### src/rtl/fp_unpack.sv
// Unpacks an IEEE-754 double or single into sign, signed unbiased exponent,
// explicit-hidden-bit significand and class flags; denormals normalise one bit per cycle.
module fp_unpack #(
  parameter int EW = 13,
  parameter int FW = 53
) (
  input  logic          clk,
  input  logic          rst_n,
  input  logic          in_valid,
  output logic          in_ready,
  input  logic [63:0]   op,
  input  logic          db,
  output logic          out_valid,
  input  logic          out_ready,
  output logic          s,
  output logic [EW-1:0] e,
  output logic [FW-1:0] f,
  output logic          zero,
  output logic          inf,
  output logic          nan,
  output logic          snan,
  output logic          denorm
);

  typedef enum logic [1:0] {IDLE, NORM, DONE} state_t;

  state_t                r_state;
  logic                  r_s;
  logic signed [EW-1:0]  r_e;
  logic [FW-1:0]         r_f;
  logic                  r_zero, r_inf, r_nan, r_snan, r_denorm;

  logic [10:0]           w_exp;
  logic [FW-2:0]         w_frac;
  logic                  w_sign;
  logic                  w_e_zero, w_e_max, w_f_zero;
  logic signed [EW-1:0]  w_bias;
  logic signed [EW-1:0]  w_e_unb;
  logic                  w_accept;

  // Single-precision fields are left-aligned so the hidden bit lands at f[FW-1] either way.
  assign w_exp    = db ? op[62:52] : {3'b000, op[30:23]};
  assign w_frac   = db ? op[51:0]  : {op[22:0], 29'd0};
  assign w_sign   = db ? op[63]    : op[31];
  assign w_e_zero = (w_exp == 11'd0);
  assign w_e_max  = db ? (&op[62:52]) : (&op[30:23]);
  assign w_f_zero = (w_frac == '0);
  assign w_bias   = db ? EW'(1023) : EW'(127);
  assign w_e_unb  = $signed(EW'(w_exp)) - w_bias;

  assign in_ready  = (r_state == IDLE) | ((r_state == DONE) & out_ready);
  assign w_accept  = in_valid & in_ready;
  assign out_valid = (r_state == DONE);

  assign s      = r_s;
  assign e      = r_e;
  assign f      = r_f;
  assign zero   = r_zero;
  assign inf    = r_inf;
  assign nan    = r_nan;
  assign snan   = r_snan;
  assign denorm = r_denorm;

  always_ff @(posedge clk or negedge rst_n) begin
    if (!rst_n) begin
      r_state  <= IDLE;
      r_s      <= 1'b0;
      r_e      <= '0;
      r_f      <= '0;
      r_zero   <= 1'b0;
      r_inf    <= 1'b0;
      r_nan    <= 1'b0;
      r_snan   <= 1'b0;
      r_denorm <= 1'b0;
    end else begin
      case (r_state)
        IDLE, DONE: begin
          if (w_accept) begin
            r_s      <= w_sign;
            r_zero   <= 1'b0;
            r_inf    <= 1'b0;
            r_nan    <= 1'b0;
            r_snan   <= 1'b0;
            r_denorm <= 1'b0;
            r_state  <= DONE;
            if (w_e_zero && w_f_zero) begin
              r_zero <= 1'b1;
              r_e    <= '0;
              r_f    <= '0;
            end else if (w_e_max) begin
              r_e <= w_bias + EW'(1);
              if (w_f_zero) begin
                r_inf <= 1'b1;
                r_f   <= '0;
              end else begin
                r_nan  <= 1'b1;
                r_snan <= ~w_frac[FW-2];
                r_f    <= {1'b0, w_frac};
              end
            end else if (w_e_zero) begin
              r_denorm <= 1'b1;
              r_e      <= EW'(1) - w_bias;
              r_f      <= {1'b0, w_frac};
              r_state  <= NORM;
            end else begin
              r_e <= w_e_unb;
              r_f <= {1'b1, w_frac};
            end
          end else if (r_state == DONE && out_ready) begin
            r_state <= IDLE;
          end
        end
        NORM: begin
          // Leave on the shift that brings the leading one into the hidden-bit slot.
          r_f <= r_f << 1;
          r_e <= r_e - EW'(1);
          if (r_f[FW-2]) r_state <= DONE;
        end
        default: r_state <= IDLE;
      endcase
    end
  end

endmodule

### config.mk
export PLATFORM = sky130hd
export DESIGN_NAME = fp_unpack
export DESIGN_NICKNAME = d
export VERILOG_FILES = /design/src/rtl/fp_unpack.sv
export SDC_FILE = /design/constraint.sdc
export NUM_CORES = 1
export LEC_CHECK = 0
export BUFFER_PORTS_ARGS = -buffer_cell sky130_fd_sc_hd__buf_2
export CAP_MARGIN = 20
export CORE_ASPECT_RATIO = 2
export CORE_MARGIN = 1.5
export CORE_UTILIZATION = 51
export DETAILED_ROUTE_END_ITERATION = 10
export PLACE_DENSITY = 0.85
export RECOVER_POWER = 25
export SLEW_MARGIN = 20
export SYNTH_ARGS = -nofsm -noshare
export SYNTH_HDL_FRONTEND = slang
export SYNTH_SLANG_ARGS = --single-unit
### constraint.sdc
create_clock -name clk -period 1.9 [get_ports clk]
set_input_delay 0.095 -clock clk [delete_from_list [all_inputs] [get_ports clk]]
set_output_delay 0.095 -clock clk [all_outputs]
set_load 0.1 [all_outputs]
* After elaboration in Yosys (flattened, before gate mapping)
Index checks and enable logic that the tools add are counted.
Storage, ports and cells: register bits 74, output and inout port bits 74, logic and storage cells 70, input port bits 69
Operators by class: bitwise gates (word level) 4, reductions and logical operators 12, equal/unequal tests 5, add/subtract/negate cells 4, muxes and demuxes 36
Operators by type and width (number):
- 53-bit 2-to-1 mux | 4
- 53-bit one-hot mux with 2 select lines | 1
- 52-bit 2-to-1 mux | 2
- 52-bit logical NOT | 1
- 13-bit 2-to-1 mux | 4
- 13-bit one-hot mux with 2 select lines | 1
- 1-bit 2-to-1 mux | 15
- 13-bit by 2-bit subtractor with 13-bit output (second input constant) | 1
- 2-bit 2-to-1 mux | 6
- 11-bit by 10-bit subtractor with 12-bit output | 1
- 10-bit by 1-bit adder with 11-bit output (second input constant) | 1
- 11-bit logical NOT | 1
- 11-bit 2-to-1 mux | 1
- 11-bit AND reduction | 1
- 1-bit by 10-bit subtractor with 11-bit output (first input constant) | 1
- 10-bit 2-to-1 mux | 1
- 8-bit AND reduction | 1
- 2-bit AND reduction | 3
- 2-bit != test (second input constant) | 2
- 2-bit one-hot mux with 2 select lines | 1
- 3-bit != test (second input constant) | 1
- 1-bit bitwise AND | 2
- 2-bit by 1-bit == test with 1-bit output (second input constant) | 1
- 2-bit == test (second input constant) | 1
- other kinds (6) | 7

* Logic depth before layout (Yosys ltp)
depth after elaboration 7, gate-level depth with buffers 10, mapped depth without buffers 8

* Least setup slack after synthesis
Ideal clock, no wire load.
path type reg-to-reg, from register r_state[0], to register r_f[10] (netlist: f[10]), setup time 0.069 ns, period minus slack after synthesis 3.328 ns, stages on the path, launching flop included 6, setup slack -1.428 ns, required time 1.831 ns, path buffers 1, data arrival time 3.259 ns, cell sequence dfrtp_1 -> a21oi_1 -> nand2_1 -> nor3_2 -> buf_6 -> a221o_1
On the way: cells in the longest elaborated chain, start to end 6, elaborated cells on any way between the ends 11, those cells by class eq/ne (3); mux (1); bitwise (3); reduce/logical (4)
Ends and longest elaborated chain:
- start, declared | RTL line 27 | state_t r_state;
- start signal, assigned | RTL line 66 | r_state <= IDLE;
- start signal, assigned | RTL line 85 | r_state <= DONE;
- start signal, assigned | RTL line 104 | r_state <= NORM;
- 2-bit == test | RTL line 51 | assign in_ready = (r_state == IDLE) | ((r_state == DONE) & out_ready);
- 1-bit bitwise AND | RTL line 51
- 1-bit bitwise OR (*) | RTL line 51
- net in_ready | RTL line 10 | output logic in_ready,
- 1-bit bitwise AND (*) | RTL line 52 | assign w_accept = in_valid & in_ready;
- 2-bit != test (no line) (*)
- 2-bit AND reduction (no line) (*)
- end signal, assigned | RTL line 98 | r_f <= {1'b0, w_frac};
- end signal, assigned | RTL line 103 | r_f <= {1'b0, w_frac};
- end signal, assigned | RTL line 107 | r_f <= {1'b1, w_frac};
- end, declared | RTL line 30 | logic [FW-1:0] r_f;
Mark *: on every way through the listed nets, which the timed path passes. The rest lies on a longest branch. A chain may end at the register's enable or synchronous reset.

* Final worst setup path
from input db, to register r_e[12] (netlist: e[12])
On the way: cells in the longest elaborated chain, start to end 7, elaborated cells on any way between the ends 14, those cells by class add/sub (2); mux (9); reduce/logical (3)
Ends and longest elaborated chain:
- start, declared | RTL line 12 | input logic db,
- 11-bit 2-to-1 mux / 10-bit 2-to-1 mux (equally long branches) | RTL line 42, 48
- 11-bit by 10-bit subtractor with 12-bit output (tied with other cells) | RTL line 49 | assign w_e_unb = $signed(EW'(w_exp)) - w_bias;
- 13-bit 2-to-1 mux | RTL line 100 | end else if (w_e_zero) begin
- 13-bit 2-to-1 mux | RTL line 90 | end else if (w_e_max) begin
- 13-bit 2-to-1 mux (*) | RTL line 86 | if (w_e_zero && w_f_zero) begin
- 13-bit 2-to-1 mux (*) | RTL line 78 | if (w_accept) begin
- 13-bit one-hot mux with 2 select lines (*) | RTL line 76 | case (r_state)
- end signal, assigned | RTL line 91 | r_e <= w_bias + EW'(1);
- end signal, assigned | RTL line 102 | r_e <= EW'(1) - w_bias;
- end signal, assigned | RTL line 106 | r_e <= w_e_unb;
- end, declared | RTL line 29 | logic signed [EW-1:0] r_e;
Mark *: on every way between the ends. The rest lies on a longest branch, timed or not. The select of a mux whose other input is x is not followed.

==> results_dict.tcl <==
set metrics [dict create \
    ys_seq_area_frac 0.432 \
    drt-pass1-iter-count 4 \
    reg2reg_depth 6 \
    gp_congestion 0.962 \
    p_leak_nw 2.97 \
    timing_worst_setup_path_type "primary input to flop" \
    htreeDepth 3 \
    cts.sinks 74 \
    synth-seq-cells 74 \
    reg2reg_to "f[17]" \
    finalHoldViolCount 0 \
    clkPwrFrac 0.259 \
    fin_nets 723 \
    numCtsBuffers 9 \
    drive_gt1_frac 0.422 \
    cp.required_ns 2.12 \
    synth-edff-count 0 \
    synth_ff_type "dfrtp_1" \
    die_h_um 133 \
    setup_viol 45 \
    dp.cells 731 \
    nFillCells 596 \
    grt_remaining_overflow 0 \
    combPwrFrac 0.425 \
    endpoint_kind "flop" \
    hold_class "primary input to flop" \
    routed_wl_um 16700 \
    slew_headroom 0.0367 \
    setup_slack_ns -0.108 \
    status "finished with violations" \
    io_pins 143 \
    drtIter0Drc 405 \
    initial_utilization 0.521 \
    rows 47 \
    hpwl_um 12000 \
    internal_power_mw 3.25 \
    critPathLaunchType "primary input" \
    syn_inst 447 \
    power.density_nw_per_um2 1030 \
    avgSynthCellArea_um2 9.60 \
    clockRootBuffer "clkbuf_16" \
    core-area_um2 8230 \
    r2r-start "r_state[1]" \
    final_antenna_net_count 0 \
    yosysUniqueCellTypes 54 \
    skew_ns 0.00458 \
    viasPerCell 6.45 \
    setup_tns_ns -2.57 \
    final-seq-area_um2 1850 \
    port_buffers 142 \
    switching_share 0.484 \
    synth_nets 519 \
    tightest_slew_ns 1.44 \
    antenna_found_initial 0 \
    design_area_um2 6130 \
    cp_max_fo 5 \
    die_w_um 67.9 \
    clkLatencyLatePin_ns 0.34 \
    clk_pin_slew_worst_paths_ns 0.06 \
    vias 4866 \
    grt_pass1_wl_um 25200 \
    ir_drop_v 0.000894 \
    crit_path_end "e[12]" \
    grt_max_degree 38 \
    cap_violations 0 \
    fin_cells 754 \
    grt_pass1_vias 4900 \
    rrSetupSlack_ns 0 \
    syn_area_um2 4290 \
    finalCritPeriodShare 1.06 \
    power_frac_seq 0.316 \
    areaGrowthSynthToFinish_pct 42.9 \
    crit_arrival_ns 2.23 \
    total_power_mw 6.30 \
    finalCriticalPeriod_ns 2.01 \
    fmax_mhz 498 \
    ys_warn_count 0 \
    antenna_cells 0 \
    preCtsSetupSlack_ns -0.561 \
    multiInputGateArea_um2 2460 \
    rsz0062_at_grt "yes" \
    drc 0 \
    dieArea_um2 9010 \
    fin_util 0.745 \
    cts_tree "done" \
    p_sw_mw 3.05 \
    violations "negative setup slack" \
    hold-worst-slack_ns 0.0207 \
    routedWlPerCell_um 22.1 \
    synthArstFlopShare 1.00 \
    cts_max_path_buffers 2 \
    place_area_um2 5630 \
    crit_start "db" \
    track_usage 0.380 \
    report.final.slew_viol_count 0 \
]
per-layer routing:
layer / global-route usage / part of all wire / vias up
li1: - / - / 2108
met1: 0.415 / 0.33 / 2334
met2: 0.636 / 0.52 / 322
met3: 0.0587 / 0.067 / 102
met4: 0.278 / 0.082 / 0
met5: 0 / 0 / -
state kept, by name, indices dropped and copies added, names as in the netlist:
| name | cells |
|---|---|
| snan | 1 |
| nan | 1 |
| inf | 1 |
| s | 1 |
| denorm | 1 |
| zero | 1 |
| e | 13 |
| f | 53 |
| r_state | 2 |
cells in the final DEF (no fill, tap or decap), drive strengths merged, types with 6 or more instances in the layout:
cell type / count
clkbuf: 12
xor2: 8
mux2i: 31
nand2: 52
a221o: 30
o21ai: 43
nor2: 21
nor3: 13
dfrtp: 74
nand4: 7
nor4: 13
xnor2: 6
buf: 216
nand3: 11
and3: 28
a21oi: 9
o31ai: 6
a22oi: 11
inv: 12
logic make-up after synthesis:
group / share of synthesized area
fa+ha+maj: 0.00875
mux: 0.0749
xor+xnor: 0.0286
buf+inv: 0.0388
compound gates: 0.205
flops: 0.432
simple gates: 0.212
what timing repair did:
| action | in CTS | in global routing |
|---|---|---|
| hold buffers | 1 | 0 |
| setup endpoints to repair | 45 | 49 |
| hold endpoints to repair | 21 | 0 |
| resized for setup | 26 | 18 |
| setup buffers | 2 | 0 |
| cloned | 2 | 1 |
| pin swaps | 13 | 9 |
critical path, stage by stage:
cell	delay, ns
buf_12	0.09
mux2i_4	0.22
ha_2	0.20
or4b_4	0.47
nor4_4	0.16
o22ai_2	0.13
buf_4	0.17
buf_6	0.12
a211o_4	0.34
nand4_1	0.15
o21ai_1	0.08
cell usage after synthesis (8+ instances only):
| cell type | count | area share |
|---|---|---|
| o21ai_0 | 43 | 0.050 |
| a22oi_1 | 11 | 0.019 |
| a221o_1 | 30 | 0.070 |
| a21oi_1 | 9 | 0.010 |
| inv_1 | 9 | 0.0079 |
| xor2_1 | 8 | 0.016 |
| nand3_1 | 11 | 0.013 |
| clkbuf_1 | 20 | 0.017 |
| and3_1 | 28 | 0.041 |
| dfrtp_1 | 74 | 0.43 |
| mux2i_1 | 31 | 0.072 |
| nand2_1 | 51 | 0.045 |
| nor3_1 | 11 | 0.013 |
| nor2_1 | 21 | 0.018 |
| nor4_1 | 11 | 0.016 |
worst min-delay path by stage:
| stage | to | depth (start not counted) | startpoint |
|---|---|---|---|
| final | f[2] | 2 | op[2] |
| after global routing | f[2] | 2 | op[2] |
| after CTS | f[2] | 2 | op[2] |
| after detailed placement | e[9] | 1 | rst_n |
| after global placement | e[11] | 1 | rst_n |
| after floorplan | denorm | 0 | rst_n |
layout make-up:
class,count,share of cell area
Inverter,9,0.00551
Sequential cell,74,0.303
Multi-Input combinational cell,337,0.402
Tap cell,98,0.0200
Clock buffer,9,0.0367
Clock inverter,7,0.00980
Timing Repair Buffer,220,0.224
power groups by stage:
| stage | clock, mW | sequential, mW | combinational, mW |
|---|---|---|---|
| after global routing | 1.73 | 2.01 | 2.76 |
| after CTS | 1.64 | 1.97 | 2.63 |
| final | 1.63 | 1.99 | 2.67 |
| after floorplan | 0 | 3.44 | 0.474 |
| after detailed placement | 0 | 2.00 | 2.59 |
| after global placement | 0 | 1.99 | 2.56 |
Power figures use the tool's default switching activity.
